`src/rtl/debounce_pkg.sv`:
```
// Shared types and constants for the push-button debouncer.
// Holds the FSM state encoding and the saturating abort-counter helpers.
package debounce_pkg;

  typedef enum logic [1:0] {
    IDLE_LOW  = 2'd0,
    WAIT_HIGH = 2'd1,
    IDLE_HIGH = 2'd2,
    WAIT_LOW  = 2'd3
  } db_state_t;

  localparam logic [7:0] ABORT_MAX = 8'hFF;

  // Abort counter sticks at full scale so a noisy switch never wraps the debug count.
  function automatic logic [7:0] sat_inc(input logic [7:0] v);
    return (v == ABORT_MAX) ? v : v + 8'd1;
  endfunction

  function automatic logic is_wait(input db_state_t st);
    return (st == WAIT_HIGH) || (st == WAIT_LOW);
  endfunction

endpackage

```
`src/rtl/button_debouncer_sync_chain.sv`:
```
// Reusable multi-flop synchroniser for a single asynchronous bit.
// Pure flop chain with no logic between stages.
module sync_chain #(
  parameter int STAGES = 2
) (
  input  logic clk,
  input  logic rst_n,
  input  logic d,
  output logic q
);

  logic [STAGES-1:0] sync_p;

  always_ff @(posedge clk or negedge rst_n) begin
    if (!rst_n) begin
      sync_p <= '0;
    end else begin
      sync_p <= {sync_p[STAGES-2:0], d};
    end
  end

  assign q = sync_p[STAGES-1];

endmodule

```
`src/rtl/button_debouncer.sv`:
```
// Synchronises a raw button input and qualifies level changes with a
// counter-based FSM; db_out feeds the downstream edge detector.
module button_debouncer
  import debounce_pkg::*;
#(
  parameter int DEBOUNCE_CYCLES = 1_000_000,
  parameter int SYNC_STAGES     = 2
) (
  input  logic       clk,
  input  logic       rst_n,
  input  logic       btn_in,
  output logic       db_out,
  output logic       busy,
  output logic [7:0] abort_cnt
);

  localparam int               CNT_W    = $clog2(DEBOUNCE_CYCLES + 1);
  localparam logic [CNT_W-1:0] CNT_LAST = CNT_W'(DEBOUNCE_CYCLES - 1);

  logic             s;
  db_state_t        state;
  logic [CNT_W-1:0] cnt;

  sync_chain #(
    .STAGES (SYNC_STAGES)
  ) u_sync (
    .clk   (clk),
    .rst_n (rst_n),
    .d     (btn_in),
    .q     (s)
  );

  // busy is the registered decode of the current state, so it trails the
  // state register by one edge and drops on the edge after the accept.
  always_ff @(posedge clk or negedge rst_n) begin
    if (!rst_n) begin
      state     <= IDLE_LOW;
      cnt       <= '0;
      db_out    <= 1'b0;
      busy      <= 1'b0;
      abort_cnt <= '0;
    end else begin
      busy <= is_wait(state);
      case (state)
        IDLE_LOW: begin
          cnt <= '0;
          if (s) state <= WAIT_HIGH;
        end
        WAIT_HIGH: begin
          if (!s) begin
            state     <= IDLE_LOW;
            cnt       <= '0;
            abort_cnt <= sat_inc(abort_cnt);
          end else if (cnt == CNT_LAST) begin
            state  <= IDLE_HIGH;
            cnt    <= '0;
            db_out <= 1'b1;
          end else begin
            cnt <= cnt + 1'b1;
          end
        end
        IDLE_HIGH: begin
          cnt <= '0;
          if (!s) state <= WAIT_LOW;
        end
        WAIT_LOW: begin
          if (s) begin
            state     <= IDLE_HIGH;
            cnt       <= '0;
            abort_cnt <= sat_inc(abort_cnt);
          end else if (cnt == CNT_LAST) begin
            state  <= IDLE_LOW;
            cnt    <= '0;
            db_out <= 1'b0;
          end else begin
            cnt <= cnt + 1'b1;
          end
        end
        default: begin
          state  <= IDLE_LOW;
          cnt    <= '0;
          db_out <= 1'b0;
        end
      endcase
    end
  end

endmodule

```
`config.mk`:
```
export PLATFORM = sky130hd
export DESIGN_NAME = button_debouncer
export DESIGN_NICKNAME = d
export VERILOG_FILES = /design/src/rtl/debounce_pkg.sv /design/src/rtl/button_debouncer_sync_chain.sv /design/src/rtl/button_debouncer.sv
export SDC_FILE = /design/constraint.sdc
export NUM_CORES = 1
export LEC_CHECK = 0
export BUFFER_PORTS_ARGS = -buffer_cell sky130_fd_sc_hd__buf_2
export CORE_UTILIZATION = 61
export CTS_BUF_LIST = sky130_fd_sc_hd__clkbuf_16
export DETAILED_ROUTE_END_ITERATION = 10
export MAX_ROUTING_LAYER = met4
export PLACE_DENSITY_LB_ADDON = 0.05
export SYNTH_ARGS = -nofsm -noshare
export SYNTH_HDL_FRONTEND = slang
export SYNTH_SLANG_ARGS = --single-unit
```
`constraint.sdc`:
```
create_clock -name clk -period 2.9 [get_ports clk]
set_input_delay 0 -clock clk [delete_from_list [all_inputs] [get_ports clk]]
set_output_delay 0 -clock clk [all_outputs]
set_load 0.01 [all_outputs]
```
# Word-level counts from Yosys, hierarchy flattened
# Cells that the tools add are included.
# op_classes
n_eq_ne,15
mux,20
add_sub_neg,2
reduce_logical,7
# ops
operator,count
20-bit two-way mux,3
20-bit case mux with 3 select lines,1
8-bit two-way mux,3
20-bit by 1-bit adder with 20-bit output (second input constant),1
20-bit equality test (second input constant),1
8-bit case mux with 2 select lines,1
2-bit two-way mux,6
2-bit by 1-bit != test with 1-bit output (second input constant),5
8-bit by 1-bit adder with 8-bit output (second input constant),1
8-bit equality test (second input constant),1
2-bit case mux with 4 select lines,1
2-bit != test (second input constant),3
5-bit AND reduction,1
2-bit equality test (second input constant),2
1-bit two-way mux,4
4-bit AND reduction,1
3-bit by 1-bit != test with 1-bit output (second input constant),1
3-bit != test (second input constant),1
3-bit AND reduction,1
2-bit by 1-bit equality test with 1-bit output (second input constant),1
2-bit zero test,1
1-bit case mux with 2 select lines,1
2-bit nonzero test,1
2-bit OR reduction,1
1-bit logical OR,1
# word_totals
word_cells,50
input_bits,3
out_inout_bits,10
reg_bits,34

# Longest topological paths before layout
# Gate-level depths: netlist of the first run.
# depth
ltp_word,4
mapped_depth,6
ltp_nobuf,5

# By module
# A second synthesis of the first run with hierarchy kept.
# unflattened
cells_unflattened,156
area_unflattened_um2,1621.6
# by_module_without_submodules
module,seq_area_each_um2,area_per_inst_um2,instances,cells_each
button_debouncer,800.8,1571.5,1,154
sync_chain,50.0,50.0,1,2

# Worst setup path before layout of the first run
# OpenSTA, ideal clock, no wires.
# synth_path
path_kind,flip-flop to flip-flop
from,register cnt[2]
to,register cnt[19]
n_path_buf,0
t_arrival_ps,1603
period_less_slack_ps,1681
setup_slack_ps,1219
stages_incl_launch_ff,5
path_cell_list,dfrtp_1 -> nand3_4 -> or4_4 -> or3_1 -> a21oi_1
# synth_between
elab_chain_len,4
elab_cells_between_ends,6
# synth_lines
item,line_no,rtl
start: declaration,button_debouncer.sv:22,logic [CNT_W-1:0] cnt;
start signal: assignment,button_debouncer.sv:59,cnt <= cnt + 1'b1;
start signal: assignment,button_debouncer.sv:76,cnt <= cnt + 1'b1;
20-bit by 1-bit adder with 20-bit output / 20-bit equality test (equally long branches),-,
20-bit two-way mux (*),"button_debouncer.sv:54, button_debouncer.sv:71",
20-bit two-way mux (on tied branches),"button_debouncer.sv:67, button_debouncer.sv:50",
20-bit case mux with 3 select lines (*),button_debouncer.sv:44,case (state)
# Every way passes the cells marked *; elsewhere a longest branch is shown, timed or not.
# A chain may end at the register's enable or synchronous reset.

# Worst setup path after layout of the first run
# layout_path
from,register cnt[0]
to,register cnt[2]
# The elaborated chain is that of the path after synthesis.

==> impl_metrics.ini, run 1 <==
[run_status]
status = complete, no violations

[place]
gp_congestion = 0.851
placedCellCount = 198
place_area_sq_um = 1720
port_buffers = 12
place_hpwl_um = 1940

[drt]
ant_nets = 0
wire_per_inst_um = 13.7
drc = 0
drtIter0Drc = 31
viasPerCell = 5.77
vias = 1195
routed_wirelength_um = 2830
firstDrtPassIters = 4

[logic_synthesis]
ys_warn_count = 0
synth_cell_types = 31
seq_area_frac_synth_pct = 51.9
syn_area_per_cell_sq_um = 10.3
syn_inst = 160
syn_nets = 165
syn_area_sq_um = 1640
ys_ff_latch = 34

[power_and_ir_drop]
vdd_ir_drop_max_mv = 0.757
power_density_nw_per_um2 = 633
leakagePower_uw = 0.000794

[critical_path]
critPathSlowestCell = a31o_2
r2r_start = cnt[0]$_DFF_PN0_
worstSetupEndpointType = flip-flop
crit_type = reg2reg
reg2regPathDepth = 5
cp-startpoint = cnt[0]$_DFF_PN0_
cpPeakStageDelay_ns = 0.48
cp-endpoint = cnt[2]$_DFF_PN0_
critPathLaunchType = flip-flop
crit_cells = 5
crit_top_cell = nor2_1
crit_fanout = 20
critPathRequiredTime_ns = 3.04
reg2reg_to = cnt[2]$_DFF_PN0_
reg2reg_setup_slack_ns = 0.99
path_cells = ha_1, nand2_1, nor2_1, a31o_2, nor2_1
path_buf_inv = 0
path_delay_family = simple AND/OR/NAND/NOR gates
arrival_ns = 2.05

[worst_hold_path]
hp-class = in2async

[sta]
fmax_mhz = 524
skew_ns = 0.00380
worst-slew-pin-transition_ns = 0.721
relSlewSlack_pct = 51.9
grt_setup_unrepaired = false
finalSetupViolations = 0
slew_viol_final = 0
fin_crit_ns = 1.91
setup-tns-final_ns = 0
final_hold_viol_count = 0
fin_crit_sh_pct = 65.8

[run]
drv_cap = 0

[floorplan]
io-pin-count = 13
core_area_sq_um = 2500
initial_utilization_pct = 65.6
dieArea_sq_um = 2900
rows = 18
die_height_um = 53.9
die_x_um = 53.9

[finish]
final_cells = 207
diodes = 0
nNetsFinal = 182
final_common_cell = dfrtp_1
mostFrequentLayoutCells = dfrtp_1 (34), nor2_1 (21), xor2_1 (12), buf_2 (12)
final_area_sq_um = 1880
drive_gt1_share_pct = 15.8
area_growth_pct = 14.4

[grt]
grt_max_degree = 35
grt.overflow.total = 0
antenna_found_initial = 0
gr-usage-all-layers_pct = 24.3
grt_pass1_vias = 1093
grt_pass1_wl_um = 4700

[clocking]
clkLatencyLatePin_ns = 0.27
cts_buffers = 5
tritoncts = done
cts_buffer_depth = 2
cts_setup_buffers = 0
cts_root_buf = clkbuf_16
clkSinkCount = 34
htreeDepth = 2
cts.reportedPaths.clkPinSlew_ns = 0.05
==> per-layer routing <==
| layer | track usage [%] | up-vias | share of wire [%] |
|---|---|---|---|
| li1 | - | 591 | - |
| met1 | 27.4 | 572 | 49 |
| met2 | 38.3 | 27 | 46 |
| met3 | 8.76 | 5 | 3.6 |
| met4 | 11.4 | 0 | 1.4 |
| met5 | - | - | 0 |
==> Yosys cell counts <==
| library cell | instances | area share (%) |
|---|---|---|
| a21oi_1 | 4 | 1.2 |
| and3_2 | 1 | 0.46 |
| nand4_1 | 7 | 2.7 |
| nand4_4 | 1 | 1.3 |
| clkbuf_1 | 3 | 0.69 |
| a31o_2 | 1 | 0.53 |
| or4b_2 | 1 | 0.61 |
| mux2_2 | 2 | 1.4 |
| and4_1 | 2 | 1.1 |
| nand3_4 | 1 | 1.1 |
| xnor2_1 | 11 | 5.9 |
| dfrtp_1 | 34 | 52 |
| and2_1 | 1 | 0.38 |
| nor2_1 | 21 | 4.8 |
| o21ai_0 | 4 | 1.2 |
| clkbuf_2 | 1 | 0.30 |
| nor3_1 | 7 | 2.1 |
| or3_2 | 1 | 0.46 |
| inv_1 | 7 | 1.6 |
| nor4b_1 | 1 | 0.53 |
| o211ai_1 | 2 | 0.92 |
| or4_4 | 1 | 0.69 |
| or4_1 | 1 | 0.46 |
| ha_1 | 2 | 1.5 |
| nand3_1 | 11 | 3.4 |
| or3_1 | 3 | 1.1 |
| xor2_1 | 12 | 6.4 |
| o41ai_1 | 1 | 0.53 |
| a41o_1 | 1 | 0.61 |
| nand2_1 | 10 | 2.3 |
| nor4_1 | 5 | 1.9 |
==> state kept, by name (all words and copies together) (netlist names), named ones only <==
register	cells
abort_cnt	8
u_sync.sync_p	2
cnt	20
state	1
busy	1
db_out	1
==> repair_timing <==
action,CTS,global route
setup endpoints to repair,0,0
resized for setup,0,0
hold buffers,2,0
hold endpoints to repair,35,0
==> area by class of cell <==
class / instances / area (sq um)
Inverter: 7 / 26.3
Multi-Input combinational cell: 115 / 747
Clock buffer: 5 / 125
Clock inverter: 2 / 10.0
Timing Repair Buffer: 14 / 80.1
Sequential cell: 34 / 851
Tap cell: 30 / 37.5
Fill cell: 165 / 623
==> kinds of logic (layout without fill, tap and decap cells) <==
group	after synthesis	count (layout)	synth area share, %
adder cells (fa/ha/maj)	2	2	1.53
multiplexers	2	2	1.37
flip-flops	34	34	51.9
AND/OR/NAND/NOR	75	75	25.3
buffers and inverters	11	28	2.59
XOR/XNOR	23	23	12.3
AO/OA/AOI/OAI	13	13	5.03
==> metrics by stage <==
stage                     hold slack [ns]  total power [uW]  utilization (%)  setup WS (ns)
after floorplan                    -0.296               653                -           1.22
after global placement             0.0876               713             68.9           1.08
after detailed placement           0.0924               720             68.9           1.03
after CTS                           0.339              1210             75.1           1.01
after global routing                0.358              1250             75.1          0.857
final                               0.330              1190             75.1          0.991
==> worst min path at each step <==
stage                                             to  cells after the start                  startpoint  slack [ns]
after floorplan           asynchronous set/reset pin                      0                       rst_n       -0.30
after global placement             cnt[17]$_DFF_PN0_                      1                       rst_n        0.09
after detailed placement           cnt[13]$_DFF_PN0_                      1                       rst_n        0.09
after CTS                           cnt[5]$_DFF_PN0_                      2                       rst_n        0.34
after global routing      u_sync.sync_p[1]$_DFF_PN0_                      0  u_sync.sync_p[0]$_DFF_PN0_        0.36
final                              cnt[17]$_DFF_PN0_                      2                       rst_n        0.33
==> power by group <==
group | leakage (uW) | total (uW) | switching, uW | internal, uW
clock network | 0.0000694 | 475 | 167 | 308
logic | 0.000269 | 146 | 79.5 | 66.1
registers | 0.000455 | 569 | 49.8 | 519
total | 0.000794 | 1190 | 296 | 893
No activity file was read; power rests on OpenSTA's default activity.
==> run 2: changes to the inputs <==
- CORE_UTILIZATION: 61 -> 58
- clock period: 2.9 -> 1.9 ns (I/O delays scaled with it)
==> run 2 against run 1 <==
  * Die area rose by 5.0%
  * Via count rose by 3.9%
  * Largest cell class unchanged
  * Critical path depth fell by 1
  * Register-to-register slack got worse by 0.90 ns
  * Highest routed layer unchanged
  * Routed wire length rose by 14%
  * Sequential share of layout area fell by 1.3 points
  * Core utilization rose by 0.22 points
==> impl_metrics.ini, run 2 (synthesis gave the netlist of run 1 again) <==
[run_status]
status = complete, no violations

[grt]
grt_pass1_wl_um = 5000
use_met3_pct = 7.38
busiest_layer = met2
grt_pass1_vias = 1138
antenna_found_initial = 0
grt_use_met2_pct = 39.6
grt.overflow.total = 0
grt_max_degree = 35
use_met1_pct = 30.0
gr-usage-all-layers_pct = 24.8

[critical_path]
critPathRequiredTime_ns = 2.09
crit_type = reg2reg
path_delay_family = simple AND/OR/NAND/NOR gates
critPathLaunchType = flip-flop
worstSetupEndpointType = flip-flop
crit_fanout = 9
critPathSlowestCell = or4_4
cpPeakStageDelay_ns = 0.56
arrival_ns = 2.00
path_buf_inv = 0
path_cells = nand4_4, or4_4, or3_1, a21oi_1

[clocking]
clkSinkCount = 34
cts_root_buf = clkbuf_16
cts.reportedPaths.clkPinSlew_ns = 0.05
cts_buffers = 5
clkLatencyLatePin_ns = 0.27
tritoncts = done
cts_buffer_depth = 2
htreeDepth = 2

[floorplan]
io-pin-count = 13
core_area_sq_um = 2570
initial_utilization_pct = 63.9
dieArea_sq_um = 3040
die_height_um = 55.2
die_x_um = 55.2
rows = 18

[power_and_ir_drop]
leakagePower_uw = 0.000824
power_density_nw_per_um2 = 957
power_uw = 1850
vdd_ir_drop_max_mv = 1.04

[sta]
fin_crit_sh_pct = 95.3
relSlewSlack_pct = 51.5
holdWs_ns = 0.322
final_hold_viol_count = 0
fin_crit_ns = 1.81
finalSetupViolations = 0
slew_viol_final = 0
grt_setup_unrepaired = false
worst-slew-pin-transition_ns = 0.728
fmax_mhz = 552
setup-tns-final_ns = 0
skew_ns = 0.00386

[drt]
firstDrtPassIters = 4
wire_per_inst_um = 15.1
vias = 1242
viasPerCell = 5.83
routed_wirelength_um = 3220
drc = 0
drtIter0Drc = 33
ant_nets = 0

[finish]
regMostFlops = cnt
largest_registers = cnt x20, abort_cnt x8, u_sync.sync_p x2
final_common_cell = dfrtp_1
drive_gt1_share_pct = 18.6
diodes = 0
largest_reg_flops = 20
area_growth_pct = 17.8
nNetsFinal = 187
final_area_sq_um = 1930
mostFrequentLayoutCells = dfrtp_1 (33), nor2_1 (20), xor2_1 (12), buf_2 (12)

[place]
place_hpwl_um = 2070
port_buffers = 12
place_area_sq_um = 1760
gp_congestion = 0.839

[run]
drv_cap = 0

[worst_hold_path]
hp-class = in2async
-- run 2: final cells by class --
type                    instances  area (sq um)
inverters                       7          26.3
multi-input cells             115           749
fillers                       186           634
flip-flops and latches         34           852
clock buffers                   5           125
repair buffers                 19           130
clock inverters                 3          12.5
well taps                      30          37.5
-- run 2: per-layer routing --
layer / wire length [um] / up-vias / part of all wire (%)
li1: - / 614 / -
met1: 1550 / 600 / 48
met2: 1550 / 24 / 48
met3: 94 / 4 / 2.9
met4: 27 / 0 / 0.84
met5: 0 / - / 0
-- run 2: power breakdown --
| group | leakage [uW] | switching [uW] | internal [uW] |
|---|---|---|---|
| Sequential | 0.000454 | 79.7 | 791 |
| Clock | 0.0000724 | 273 | 473 |
| Combinational | 0.000298 | 127 | 106 |
-- run 2: through the flow --
step	instances	utilization, %	setup WS (ns)
after CTS	211	74.6	0.0491
after global placement	201	68.4	0.134
after floorplan	160	-	0.219
after detailed placement	201	68.4	0.0883
after global routing	213	75.3	0.0194
final	213	75.3	0.0892
-- run 2: timing repair --
item | in CTS | in global routing
hold buffers | 2 | 0
resized for setup | 0 | 2
endpoints found under the setup margin | 0 | 6
setup buffers | 0 | 2
endpoints found under the hold margin | 35 | 0
-- run 2: path summary, 6_finish.rpt --
kind	from	depth (start not counted)	end	slack (ns)
worst min-delay path	rst_n	2	cnt[13]$_DFF_PN0_	0.32
max in group asynchronous	rst_n	2	cnt[2]$_DFF_PN0_	1.06
worst max register to register	cnt[6]$_DFF_PN0_	4	cnt[17]$_DFF_PN0_	0.09
worst min register to register	u_sync.sync_p[0]$_DFF_PN0_	0	u_sync.sync_p[1]$_DFF_PN0_	0.35
min in group clk	u_sync.sync_p[0]$_DFF_PN0_	0	u_sync.sync_p[1]$_DFF_PN0_	0.35
worst max-delay path	cnt[6]$_DFF_PN0_	4	cnt[17]$_DFF_PN0_	0.09
